[src/rtl/ex_muldiv_unit.sv]
// Iterative RV32M multiply/divide unit for the EX stage.
// Stalls the upstream pipeline while computing and presents the result
// with a one-cycle done pulse toward the EX/MEM register.
module ex_muldiv_unit #(
  parameter int unsigned WIDTH = 32
) (
  input  logic             clk_i,
  input  logic             rst_i,
  input  logic             start_i,
  input  logic             flush_i,
  input  logic [2:0]       func3_i,
  input  logic [WIDTH-1:0] rs1_data_i,
  input  logic [WIDTH-1:0] rs2_data_i,
  input  logic [4:0]       rd_addr_i,
  output logic             stall_o,
  output logic             done_o,
  output logic [WIDTH-1:0] result_o,
  output logic [4:0]       rd_addr_o
);

  localparam int unsigned CW = $clog2(WIDTH);
  localparam logic [CW-1:0]    CNT_LAST = CW'(WIDTH - 1);
  localparam logic [WIDTH-1:0] MIN_NEG  = {1'b1, {(WIDTH-1){1'b0}}};

  localparam logic [2:0] F_MUL    = 3'b000;
  localparam logic [2:0] F_MULH   = 3'b001;
  localparam logic [2:0] F_MULHSU = 3'b010;
  localparam logic [2:0] F_MULHU  = 3'b011;
  localparam logic [2:0] F_DIV    = 3'b100;
  localparam logic [2:0] F_DIVU   = 3'b101;
  localparam logic [2:0] F_REM    = 3'b110;
  localparam logic [2:0] F_REMU   = 3'b111;

  typedef enum logic [1:0] {
    S_IDLE,
    S_CALC,
    S_DONE
  } state_e;

  state_e             state_q, state_d;
  logic [CW-1:0]      cnt_q, cnt_d;
  logic [2:0]         func3_q, func3_d;
  logic [4:0]         rd_q, rd_d;
  logic [WIDTH-1:0]   opnd_q, opnd_d;
  logic [2*WIDTH-1:0] prod_q, prod_d;
  logic               neg_q, neg_d;
  logic [WIDTH-1:0]   result_q, result_d;

  // Operand magnitudes and signs for the E0 capture
  logic             s1, s2;
  logic [WIDTH-1:0] abs1, abs2;

  // Single-iteration datapath results
  logic [WIDTH:0]     msum;
  logic [2*WIDTH-1:0] mul_next;
  logic [WIDTH:0]     dshift;
  logic [WIDTH+1:0]   dsub;
  logic [2*WIDTH-1:0] div_next;
  logic [2*WIDTH-1:0] step_next;
  logic [2*WIDTH-1:0] prod_fix;
  logic [WIDTH-1:0]   quo_fix, rem_fix, final_res;

  // Upstream hold: only while the op is being accepted or iterated
  assign stall_o   = start_i & ~flush_i & (state_q != S_DONE);
  assign done_o    = (state_q == S_DONE);
  assign result_o  = result_q;
  assign rd_addr_o = rd_q;

  // Iteration datapath and result formatting
  always_comb begin
    s1   = rs1_data_i[WIDTH-1];
    s2   = rs2_data_i[WIDTH-1];
    abs1 = s1 ? (~rs1_data_i + 1'b1) : rs1_data_i;
    abs2 = s2 ? (~rs2_data_i + 1'b1) : rs2_data_i;

    // Shift-add: multiplier sits in the low half and is shifted out LSB first
    msum     = {1'b0, prod_q[2*WIDTH-1:WIDTH]} + (prod_q[0] ? {1'b0, opnd_q} : '0);
    mul_next = {msum, prod_q[WIDTH-1:1]};

    // Restoring divide: {remainder, dividend/quotient} shifts left each step
    dshift   = {prod_q[2*WIDTH-1:WIDTH], prod_q[WIDTH-1]};
    dsub     = {1'b0, dshift} - {2'b00, opnd_q};
    div_next = {(dsub[WIDTH+1] ? dshift[WIDTH-1:0] : dsub[WIDTH-1:0]),
                prod_q[WIDTH-2:0], ~dsub[WIDTH+1]};

    step_next = func3_q[2] ? div_next : mul_next;

    prod_fix = neg_q ? (~step_next + 1'b1) : step_next;
    quo_fix  = neg_q ? (~step_next[WIDTH-1:0] + 1'b1) : step_next[WIDTH-1:0];
    rem_fix  = neg_q ? (~step_next[2*WIDTH-1:WIDTH] + 1'b1) : step_next[2*WIDTH-1:WIDTH];

    // MUL never sets the sign flag, so its low word comes through unchanged
    if (!func3_q[2]) begin
      final_res = (func3_q == F_MUL) ? prod_fix[WIDTH-1:0] : prod_fix[2*WIDTH-1:WIDTH];
    end else begin
      final_res = func3_q[1] ? rem_fix : quo_fix;
    end
  end

  // Next-state, operand capture and iteration control
  always_comb begin
    state_d  = state_q;
    cnt_d    = cnt_q;
    func3_d  = func3_q;
    rd_d     = rd_q;
    opnd_d   = opnd_q;
    prod_d   = prod_q;
    neg_d    = neg_q;
    result_d = result_q;

    unique case (state_q)
      S_IDLE: begin
        if (start_i) begin
          func3_d = func3_i;
          rd_d    = rd_addr_i;
          cnt_d   = '0;
          // opnd holds the multiplicand or divisor; prod low half holds
          // the multiplier or dividend
          unique case (func3_i)
            F_MUL:    begin opnd_d = rs1_data_i; prod_d = {{WIDTH{1'b0}}, rs2_data_i}; neg_d = 1'b0;    end
            F_MULH:   begin opnd_d = abs1;       prod_d = {{WIDTH{1'b0}}, abs2};       neg_d = s1 ^ s2; end
            F_MULHSU: begin opnd_d = abs1;       prod_d = {{WIDTH{1'b0}}, rs2_data_i}; neg_d = s1;      end
            F_MULHU:  begin opnd_d = rs1_data_i; prod_d = {{WIDTH{1'b0}}, rs2_data_i}; neg_d = 1'b0;    end
            F_DIV:    begin opnd_d = abs2;       prod_d = {{WIDTH{1'b0}}, abs1};       neg_d = s1 ^ s2; end
            F_DIVU:   begin opnd_d = rs2_data_i; prod_d = {{WIDTH{1'b0}}, rs1_data_i}; neg_d = 1'b0;    end
            F_REM:    begin opnd_d = abs2;       prod_d = {{WIDTH{1'b0}}, abs1};       neg_d = s1;      end
            F_REMU:   begin opnd_d = rs2_data_i; prod_d = {{WIDTH{1'b0}}, rs1_data_i}; neg_d = 1'b0;    end
            default:  ;
          endcase
          if (func3_i[2] && (rs2_data_i == '0)) begin
            result_d = func3_i[1] ? rs1_data_i : '1;
            state_d  = S_DONE;
          end else if (func3_i[2] && !func3_i[0] &&
                       (rs1_data_i == MIN_NEG) && (rs2_data_i == '1)) begin
            result_d = func3_i[1] ? '0 : MIN_NEG;
            state_d  = S_DONE;
          end else begin
            state_d = S_CALC;
          end
        end
      end
      S_CALC: begin
        prod_d = step_next;
        cnt_d  = cnt_q + 1'b1;
        if (cnt_q == CNT_LAST) begin
          result_d = final_res;
          cnt_d    = '0;
          state_d  = S_DONE;
        end
      end
      S_DONE: begin
        state_d = S_IDLE;
      end
      default: state_d = S_IDLE;
    endcase

    if (flush_i) begin
      state_d  = S_IDLE;
      cnt_d    = '0;
      result_d = result_q;
    end
  end

  // State and datapath registers with asynchronous active-low reset
  always_ff @(posedge clk_i or negedge rst_i) begin
    if (!rst_i) begin
      state_q  <= S_IDLE;
      cnt_q    <= '0;
      func3_q  <= '0;
      rd_q     <= '0;
      opnd_q   <= '0;
      prod_q   <= '0;
      neg_q    <= 1'b0;
      result_q <= '0;
    end else begin
      state_q  <= state_d;
      cnt_q    <= cnt_d;
      func3_q  <= func3_d;
      rd_q     <= rd_d;
      opnd_q   <= opnd_d;
      prod_q   <= prod_d;
      neg_q    <= neg_d;
      result_q <= result_d;
    end
  end

endmodule

[config.mk]
export PLATFORM = sky130hd
export DESIGN_NAME = ex_muldiv_unit
export DESIGN_NICKNAME = d
export VERILOG_FILES = /design/src/rtl/ex_muldiv_unit.sv
export SDC_FILE = /design/constraint.sdc
export NUM_CORES = 1
export LEC_CHECK = 0
export CORE_ASPECT_RATIO = 1.5
export CORE_MARGIN = 4
export CORE_UTILIZATION = 35
export CTS_CLUSTER_SIZE = 24
export DETAILED_ROUTE_END_ITERATION = 8
export GPL_ROUTABILITY_DRIVEN = 0
export PLACE_DENSITY_LB_ADDON = 0.12
export SLEW_MARGIN = 25
export SYNTH_ARGS = -nofsm -noshare
export SYNTH_HDL_FRONTEND = slang
export SYNTH_SLANG_ARGS = --single-unit
[constraint.sdc]
create_clock -name clk_i -period 6.8 [get_ports clk_i]
set_clock_uncertainty 0.1 [all_clocks]
set_input_delay 1.36 -clock clk_i [delete_from_list [all_inputs] [get_ports clk_i]]
set_output_delay 1.36 -clock clk_i [all_outputs]
set_load 0.05 [all_outputs]
==> impl_metrics.csv, run 1 <==
group,metric,value,unit
drt,via_per_inst,6.512,
clock_network,cts_max_level,4,
logic_synthesis,synth_warnings,0,
flow_run,maxCapViolCount,0,
clock_network,ctsResizeCount,0,
drt,drt-initial-drc-count,2267,
grt,antenna_found_initial,2,
placement,place_hpwl,68780,µm
sta,drv_slew,0,
logic_synthesis,syn_avg_cell_area,7.101,µm²
logic_synthesis,synth_ff_type,"dfrtp_1",
finish,ff_latch_area,3608,µm²
logic_synthesis,ys_ff_latch,144,
sta,setup_viol,0,
power,p_per_area,281.7,nW/µm²
logic_synthesis,synthArstFlopShare,100.0,%
grt,gr-usage-all-layers,30.48,%
logic_synthesis,synth_edf_count,0,
logic_synthesis,synth_area,18130,µm²
grt,grt_pass1_vias,20260,
sta,setup_slack,0.5824,ns
clock_network,numCtsBuffers,17,
floorplanning,dieArea,55580,µm²
floorplanning,ios,115,
logic_synthesis,synthCells,2553,
worst_setup_path,cp_slowest_cell,"or3_1",
worst_setup_path,critPathRequiredTime,7.05,ns
sta,fin_crit,6.218,ns
drt,first_pass_iters,6,
drt,detail_route.wirelength,88830,µm
floorplanning,rows,101,
placement,place_ws,0.7393,ns
floorplanning,initial_utilization,35.60,%
grt,grt_first_pass_wirelength,130800,µm
sta,fmax,160.8,MHz
clock_network,clkLatencyLatePin,0.47,ns
clock_network,clk_pin_slew,0.08,ns
placement,dp_cells,3206,
sta,finalCritPeriodShare,91.44,%
clock_network,cts_tree,"yes",
finish,postLayoutCoreUtil,40.34,%
floorplanning,dieHeight,286.7,µm
worst_setup_path,start_kind,"flip-flop",
logic_synthesis,ys_types,97,
grt,grt-ovfl-total,0,
placement,io_buffers,114,
worst_setup_path,cp-end-kind,"flip-flop",
finish,drive_gt1_share,7.046,%
clock_network,cts_buffer_depth,2,
grt,grt_max_degree,90,
sta,finalSetupTns,0,ns
power,p_leak,8.020,nW
drt,drc,0,
drt,wl_per_cell,27.42,µm
finish,final_net_count,2705,
hold_path,hold_path.class,"reg2reg",
floorplanning,core,50930,µm²
logic_synthesis,synthesis.nets,2702,
worst_setup_path,cp_cell_sequence,"ha_1 -> a21oi_1 -> o21ai_1 -> a211o_1 -> a21oi_1 -> buf_4 -> a21o_1 -> a31oi_1 -> inv_1 -> ha_1 -> inv_1 -> or3_1 -> or3_4 -> nor3_2 -> a41oi_1 -> or3_1 -> or3_1 -> o211a_1 -> nor4_1 -> a21oi_1",
clock_network,cts_hold_buf,0,
floorplanning,die_w,193.8,µm
status,run_status,"complete, no violations",
sta,whs,0.3769,ns
clock_network,cts-root-buf,"clkbuf_16",
sta,worst_pin_slew,1.174,ns
sta,grt_setup_unrepaired,"no",
finish,syn2layout_area_growth,13.31,%
drt,drtAntennaViolNets,0,
sta,relSlewSlack,20.47,%
power,p_total,5.786,mW
logic_synthesis,yosysSeqAreaShare,19.88,%
worst_setup_path,cp_max_fo,17,
clock_network,cts_setup_buffers,0,
finish,final_cells,3239,
finish,fin_area,20540,µm²
worst_setup_path,crit_type,"reg2reg",
drt,vias,21090,
finish,nFillCells,5323,
clock_network,clock-sinks,144,
worst_setup_path,worstPathArrival,6.47,ns
finish,multi_input_area,13500,µm²
power,vdd_drop_max,0.0001956,V
worst_setup_path,cpPeakStageDelay,0.47,ns
placement,postPlaceCellArea,19910,µm²
sta,hold_violations,0,
## cell families after synthesis
logic type	synth area share [%]
adders and majority gates	5.121
DFF	19.88
AOI/OAI and AO/OA	33.33
muxes	3.713
xor gates and xnor gates	6.957
buffers and inverters	5.942
and+or+nand+nor	25.06
## power breakdown
part	internal (mW)	switching [mW]	leakage [nW]	total, mW
Combinational	1.22	2.37	5.87	3.59
Sequential	0.983	0.171	1.85	1.15
Clock	0.561	0.479	0.305	1.04
Total	2.76	3.02	8.02	5.79
## cells in the mapped netlist, types with 8 or more instances
cell / count / area (µm²)
nand4_1: 32 / 200.2
and2_1: 44 / 275.3
xor2_1: 66 / 578.1
o31ai_1: 50 / 375.4
a211oi_1: 27 / 202.7
xnor2_1: 78 / 683.2
o311a_1: 8 / 80.08
a31oi_1: 39 / 244.0
a22o_1: 17 / 148.9
nand2_1: 309 / 1160
a21oi_1: 214 / 1071
a221o_1: 9 / 90.09
mux2i_1: 47 / 470.5
buf_1: 14 / 52.55
nor2_1: 179 / 671.9
nand2b_1: 23 / 143.9
o22ai_1: 16 / 100.1
or2_2: 16 / 100.1
nor2b_1: 14 / 87.58
inv_1: 72 / 270.3
nor3_1: 69 / 345.3
ha_1: 71 / 888.4
a22oi_1: 17 / 127.6
mux2_2: 14 / 157.7
o21ai_0: 260 / 1301
o211ai_1: 49 / 367.9
nor4_1: 27 / 168.9
a21o_1: 16 / 120.1
a31o_2: 10 / 87.58
o221ai_1: 36 / 315.3
o21a_1: 24 / 180.2
o41ai_1: 14 / 122.6
and3_1: 21 / 131.4
a221oi_1: 17 / 148.9
or4_1: 18 / 135.1
nor3b_1: 9 / 67.56
buf_2: 12 / 60.06
a21boi_0: 9 / 67.56
or3_1: 59 / 369.1
clkbuf_1: 176 / 660.6
dfrtp_1: 144 / 3603
nand3_1: 61 / 305.3
## layout by cell type, fill, tap and decap left out, types with 17 or more instances in the layout
| master | Yosys | layout |
|---|---|---|
| nand3_1 | 61 | 61 |
| xnor2_1 | 78 | 78 |
| mux2i_1 | 47 | 47 |
| or4_1 | 18 | 18 |
| clkdlybuf4s50_1 | 0 | 111 |
| a221oi_1 | 17 | 17 |
| nor3_1 | 69 | 69 |
| o21ai_0 | 260 | 259 |
| or3_1 | 59 | 59 |
| a211oi_1 | 27 | 27 |
| a22oi_1 | 17 | 17 |
| clkbuf_16 | 0 | 17 |
| o221ai_1 | 36 | 36 |
| o21a_1 | 24 | 24 |
| dfrtp_1 | 144 | 142 |
| and2_1 | 44 | 43 |
| xor2_1 | 66 | 66 |
| inv_1 | 72 | 72 |
| a22o_1 | 17 | 17 |
| buf_4 | 0 | 76 |
| a21oi_1 | 214 | 213 |
| o31ai_1 | 50 | 50 |
| nand2_1 | 309 | 309 |
| and3_1 | 21 | 21 |
| o211ai_1 | 49 | 49 |
| nand4_1 | 32 | 32 |
| ha_1 | 71 | 71 |
| nand2b_1 | 23 | 22 |
| nor4_1 | 27 | 27 |
| a31oi_1 | 39 | 39 |
| nor2_1 | 179 | 178 |
## area by class of cell
type / count / share of cell area (%)
Inverter: 75 / 1.370
Sequential cell: 144 / 17.57
Clock buffer: 17 / 2.071
Antenna cell: 1 / 0.01218
Timing Repair Buffer: 188 / 8.241
Multi-Input combinational cell: 2130 / 65.71
Tap cell: 669 / 4.075
Clock inverter: 15 / 0.9563
## registers in the layout (all words and copies together), names as in the netlist
name	flops
prod_q	64
opnd_q	32
result_o	32
cnt_q	5
rd_addr_o	5
func3_q	3
state_q	2
neg_q	1
## final timing paths
kind | startpoint | endpoint | slack [ns] | cells past startpoint
min reg2reg | rd_addr_o[2] | rd_addr_o[2] | 0.38 | 2
max reg2reg | prod_q[49] | result_o[30] | 0.58 | 20
max in group asynchronous | rst_i | opnd_q[24] | 4.22 | 2
min | rd_addr_o[2] | rd_addr_o[2] | 0.38 | 2
min in group asynchronous | rst_i | rd_addr_o[2] | 0.88 | 1
max | prod_q[49] | result_o[30] | 0.58 | 20
## worst max-delay path: cells and delay by family, from the launching register on
family / cells / cell delay, ns
compound gates: 9 / 2.06
buf+inv: 3 / 0.84
fa+ha+maj: 2 / 0.75
simple gates: 6 / 1.93
flops: 1 / 0.42
## routing by layer
| layer | global-route usage (%) | share of wire, % |
|---|---|---|
| met1 | 33.02 | 36 |
| met2 | 53.51 | 48 |
| met3 | 4.615 | 6.6 |
| met4 | 23.04 | 9.4 |
| met5 | 0 | 0 |
Note: power is estimated with default switching activity, not from simulation.
==> inputs of run 2 (changes only) <==
CORE_MARGIN = 3   (was 4)
==> impl_metrics.csv, run 2 (synthesis gave the netlist of run 1 again) <==
group,metric,value,unit
status,run_status,"complete, no violations",
grt,grt_max_degree,92,
floorplanning,core,50930,µm²
floorplanning,rows,101,
finish,final_cell_mix,"nand2_1, o21ai_0, a21oi_1",
finish,largest-register,"prod_q",
sta,whs,0.3786,ns
hold_path,hold_path.class,"reg2reg",
drt,drc,0,
grt,antenna_found_initial,4,
worst_setup_path,cpPeakStageDelay,0.44,ns
worst_setup_path,cp_slowest_cell,"dfrtp_1",
worst_setup_path,cp_cell_sequence,"ha_1 -> a21oi_1 -> o21ai_1 -> a211o_1 -> a21oi_1 -> buf_4 -> a21o_1 -> a31oi_1 -> inv_1 -> ha_1 -> inv_1 -> or3_1 -> or3_4 -> nor3_2 -> a41oi_1 -> or3_1 -> or3_1 -> o211a_1 -> nor4_1 -> a21oi_1",
floorplanning,ios,115,
worst_setup_path,crit_start,"prod_q[49]",
worst_setup_path,cp_max_fo,17,
clock_network,cts-root-buf,"clkbuf_16",
worst_setup_path,regToRegSetupSlack,0.64,ns
clock_network,cts_max_level,4,
sta,drv_slew,0,
sta,relSlewSlack,18.62,%
grt,grt_pass1_vias,20370,
clock_network,numCtsBuffers,17,
worst_setup_path,crit_type,"reg2reg",
floorplanning,die_w,191.8,µm
worst_setup_path,crit_cells,20,
worst_setup_path,critPathRequiredTime,7.04,ns
worst_setup_path,cp-end-kind,"flip-flop",
grt,grt_first_pass_wirelength,131300,µm
grt,gr-usage-all-layers,31.76,%
worst_setup_path,worstPathArrival,6.41,ns
sta,fmax,162.3,MHz
floorplanning,dieArea,54620,µm²
power,p_per_area,280.6,nW/µm²
drt,vias,21090,
clock_network,cts_buffer_depth,2,
sta,finalSetupTns,0,ns
drt,wl_per_cell,27.45,µm
finish,nFillCells,5334,
clock_network,clock-sinks,144,
finish,final_net_count,2703,
finish,ff_latch_area,3608,µm²
clock_network,ctsResizeCount,0,
finish,drive_gt1_share,6.973,%
flow_run,maxCapViolCount,0,
power,vdd_drop_max,0.0001943,V
clock_network,clk_pin_slew,0.07,ns
finish,final_common_cell,"nand2_1",
placement,io_buffers,114,
sta,setup_viol,0,
clock_network,clkLatencyLatePin,0.47,ns
worst_setup_path,reg2reg_depth,20,
floorplanning,dieHeight,284.7,µm
finish,multi_input_area,13490,µm²
drt,detail_route.wirelength,88920,µm
clock_network,cts_hold_buf,0,
worst_setup_path,path_buf_inv,3,
drt,first_pass_iters,6,
grt,grt-ovfl-total,0,
drt,drt-initial-drc-count,2069,
worst_setup_path,timing.rr.end,"result_o[30]",
sta,finalCritPeriodShare,90.63,%
drt,via_per_inst,6.511,
power,p_leak,7.998,nW
drt,drtAntennaViolNets,0,
finish,syn2layout_area_growth,13.07,%
sta,hold_violations,0,
worst_setup_path,start_kind,"flip-flop",
clock_network,cts_setup_buffers,0,
finish,largest_reg_flops,64,
worst_setup_path,crit_path_end,"result_o[30]",
clock_network,cts_tree,"yes",
worst_setup_path,crit_family,"compound AO/OA/AOI/OAI gates",
floorplanning,initial_utilization,35.60,%
worst_setup_path,rr_startpoint,"prod_q[49]",
placement,place_hpwl,68540,µm
sta,worst_pin_slew,1.205,ns
sta,grt_setup_unrepaired,"no",
sta,fin_crit,6.163,ns
-- run 2: changes by cell type in the layout (fill, tap and decap cells not counted), moves of 2 or more --
cell	before	now
buf_4	76	74
clkinv_8	2	0
inv_6	5	2
diode_2	1	3
inv_8	3	7
-- run 2: layout make-up --
cell class | count | area share (%)
Multi-Input combinational cell | 2130 | 65.83
Sequential cell | 144 | 17.60
Clock buffer | 17 | 2.075
Antenna cell | 3 | 0.03663
Timing Repair Buffer | 186 | 8.186
Clock inverter | 15 | 0.8119
Inverter | 75 | 1.373
Tap cell | 669 | 4.084
-- run 2: worst min-delay path, cell delays in order (launching register included) --
cell and delay, ns:
dfrtp_1 0.34, nand2_1 0.05, nand2_1 0.06
-- run 2: power by group --
part           switching (mW)  internal [mW]  leakage [nW]  total, mW
clock                   0.478          0.524         0.295       1.00
combinational            2.38           1.21          5.86       3.59
sequential              0.175          0.983          1.85       1.16
-- run 2: how the worst min path moves through the flow --
stage,from,to,slack [ns],cells after the start
after global routing,result_o[2],result_o[2],0.41,1
after floorplan,opnd_q[13],opnd_q[13],0.36,2
final,rd_addr_o[3],rd_addr_o[3],0.38,2
after detailed placement,rd_addr_o[3],rd_addr_o[3],0.37,2
after CTS,rd_addr_o[3],rd_addr_o[3],0.38,2
after global placement,rd_addr_o[3],rd_addr_o[3],0.36,2
-- run 2: routing by layer --
metal / track usage (%) / wire length [µm]
met4: 22.76 / 7397
met3: 4.489 / 5420
met1: 35.54 / 32300
met5: 0 / 23
met2: 54.56 / 43780
-- run 2: stage by stage --
step	utilization [%]	setup WS (ns)	area, µm²	power, mW	std cells
6_report	40.25	0.6375	20500	5.752	3239
5_1_grt	40.23	0.2956	20490	6.050	3236
4_1_cts	40.23	0.7225	20490	5.647	3236
3_5_place_dp	39.07	0.7598	19900	4.629	3204
3_3_place_gp	39.07	0.8045	19900	4.611	3204
2_1_floorplan	-	1.523	18130	3.438	2553
==> edit, RTL diff (flow settings as in run 2) <==
Reset style: synchronous (`rst_i`), changed in one clocked block. Comments in the files are not updated.
--- a/src/rtl/ex_muldiv_unit.sv
+++ b/src/rtl/ex_muldiv_unit.sv
@@ -163,5 +163,5 @@
 
   // State and datapath registers with asynchronous active-low reset
-  always_ff @(posedge clk_i or negedge rst_i) begin
+  always_ff @(posedge clk_i) begin
     if (!rst_i) begin
       state_q  <= S_IDLE;
Function: differs if rst_i is asserted again (counterexample within 4 cycles, from zero or initial values and one cycle with rst_i low); with rst_i held inactive, the same outputs for 4 cycles.
==> edit against run 2 <==
  * Area after synthesis fell by 5.1%
  * Critical path type unchanged
  * Non-clock buffer count is 6 lower
  * Wire length down 5.9%
  * Sequential cell count unchanged
  * Final area down 4.6%
  * Critical endpoint is now result_o[20]
  * Largest cell class unchanged
  * Hold slack worse by 0.013 ns
  * Worst setup slack got worse by 0.12 ns
  * First-iteration DRC count is 16% lower
Power is not compared: it rests on default switching activity, and its combinational part moved more than twofold at a synthesized area within 25%.
==> edit: results (changes against run 2) <==
* Maximum vdd drop at 175.9 uV
* Largest net degree at the start of global routing at 90 (-2.2%)
* Adder-Cell Fraction of Synth Area at 5.394% (+0.27 points)
* Multi-input gate area at 13,360 um^2 (-0.99%)
* Actual slew at the worst max-slew pin at 1.205 ns (+0.0005760 ns)
* Routed WL at 83,670 um (-5.9%)
* Fill count at 5,113 (-4.1%)
* Number of sequential cells at 144 (unchanged)
* 1st-iter DRT viols at 1,735 (-16%)
* Setup crit start: prod_q[33]
* Critical path's slowest cell: or4_1
* Share of layout cells above drive strength 1 at 6.835% (-0.14 points)
* Fraction of registers with async set/reset at 0% (-100 points)
* Sequential fraction of the synthesis area at 16.75% (-3.1 points)
* Initial antenna violation count at 7 (+3)
* Cell Area, Placed at 18,960 um^2 (-4.7%)
* Synth Flop Type: dfxtp_1
* Cts hold-fix bufs at 0 (unchanged)
* Status: finished clean
* Post-Place Worst Slack at 0.3319 ns (-0.4279 ns)
* DRT Pass-1 Iters at 5 (-1)
* Min-delay src: rd_addr_o[3]
* Synth top area cells: dfxtp_1, o21ai_0, nand2_1, xor2_1, ha_1
* Antenna Cells at 1 (-2)
* Clock buffers at 19 (+2)
* Routed via count at 19,695 (-6.6%)
* Synth cell types at 99 (+2.1%)
* GRT Util Overall at 31.14% (-0.62 points)
* RR Startpoint: prod_q[33]
* Crit-path max FO at 9 (-8)
* Buffers, non-clock at 180 (-3.2%)
* First-pass GRT wire length at 122,900 um (-6.4%)
* Most frequent cells after synthesis: nand2_1, o21ai_0, nor2_1, a21oi_1, clkbuf_1
* Seq area share at 14.77% (-2.8 points)
* Logic inverters at 67 (-11%)
* Detailed placement HPWL at 65,490 um (-4.4%)
* Post-synthesis xor/xnor area fraction at 10.18% (+3.2 points)
* Post-synthesis compound-gate area fraction at 31.22% (-2.1 points)
* CP max stage delay at 0.49 ns (+0.05 ns)
* Post-Syn Nets at 2,651 (-1.9%)
* Area of the die at 51,930 um^2 (-4.9%)
* Clock-cell share at 3.033% (+0.15 points)
* Worst EP arrival at 6.53 ns (+0.12 ns)
* Cells after DPL at 3,149 (-1.7%)
* Comb_multi_in at 2,108 (-1.0%)
* Vias in the first global route at 18,953 (-7.0%)
* Top Family by Delay on Critical Path: simple AND/OR/NAND/NOR gates
* Mux cell area share after synthesis at 3.358% (-0.35 points)
* Hold slack at 0.3658 ns (-0.01285 ns)
* Buffer share of cell area at 8.409% (+0.22 points)
edit: final timing paths:
check,to
worst max-delay path,result_o[20]
worst min-delay path,rd_addr_o[3]
worst max register to register,result_o[20]
worst min register to register,rd_addr_o[3]
edit: tightest hold or removal path, delay by kind of cell, from the launching register on:
kind,cells,cell delay [ns]
AOI/OAI and AO/OA,1,0.06
DFF,1,0.31
and+or+nand+nor,1,0.04
edit: stage by stage:
stage / util [%] / total power [mW]
2_1_floorplan: - / 1.707
3_3_place_gp: 39.34 / 2.156
4_1_cts: 40.57 / 3.158
5_1_grt: 40.57 / 3.306
3_5_place_dp: 39.34 / 2.159
6_report: 40.57 / 3.179
edit: routing by layer:
layer	vias up	track usage, %	share of wire (%)
met5	-	0	0.055
met4	6	26.36	9.8
met3	304	4.766	5.9
met2	922	54.06	48
met1	9330	32.90	36
li1	9133	-	-
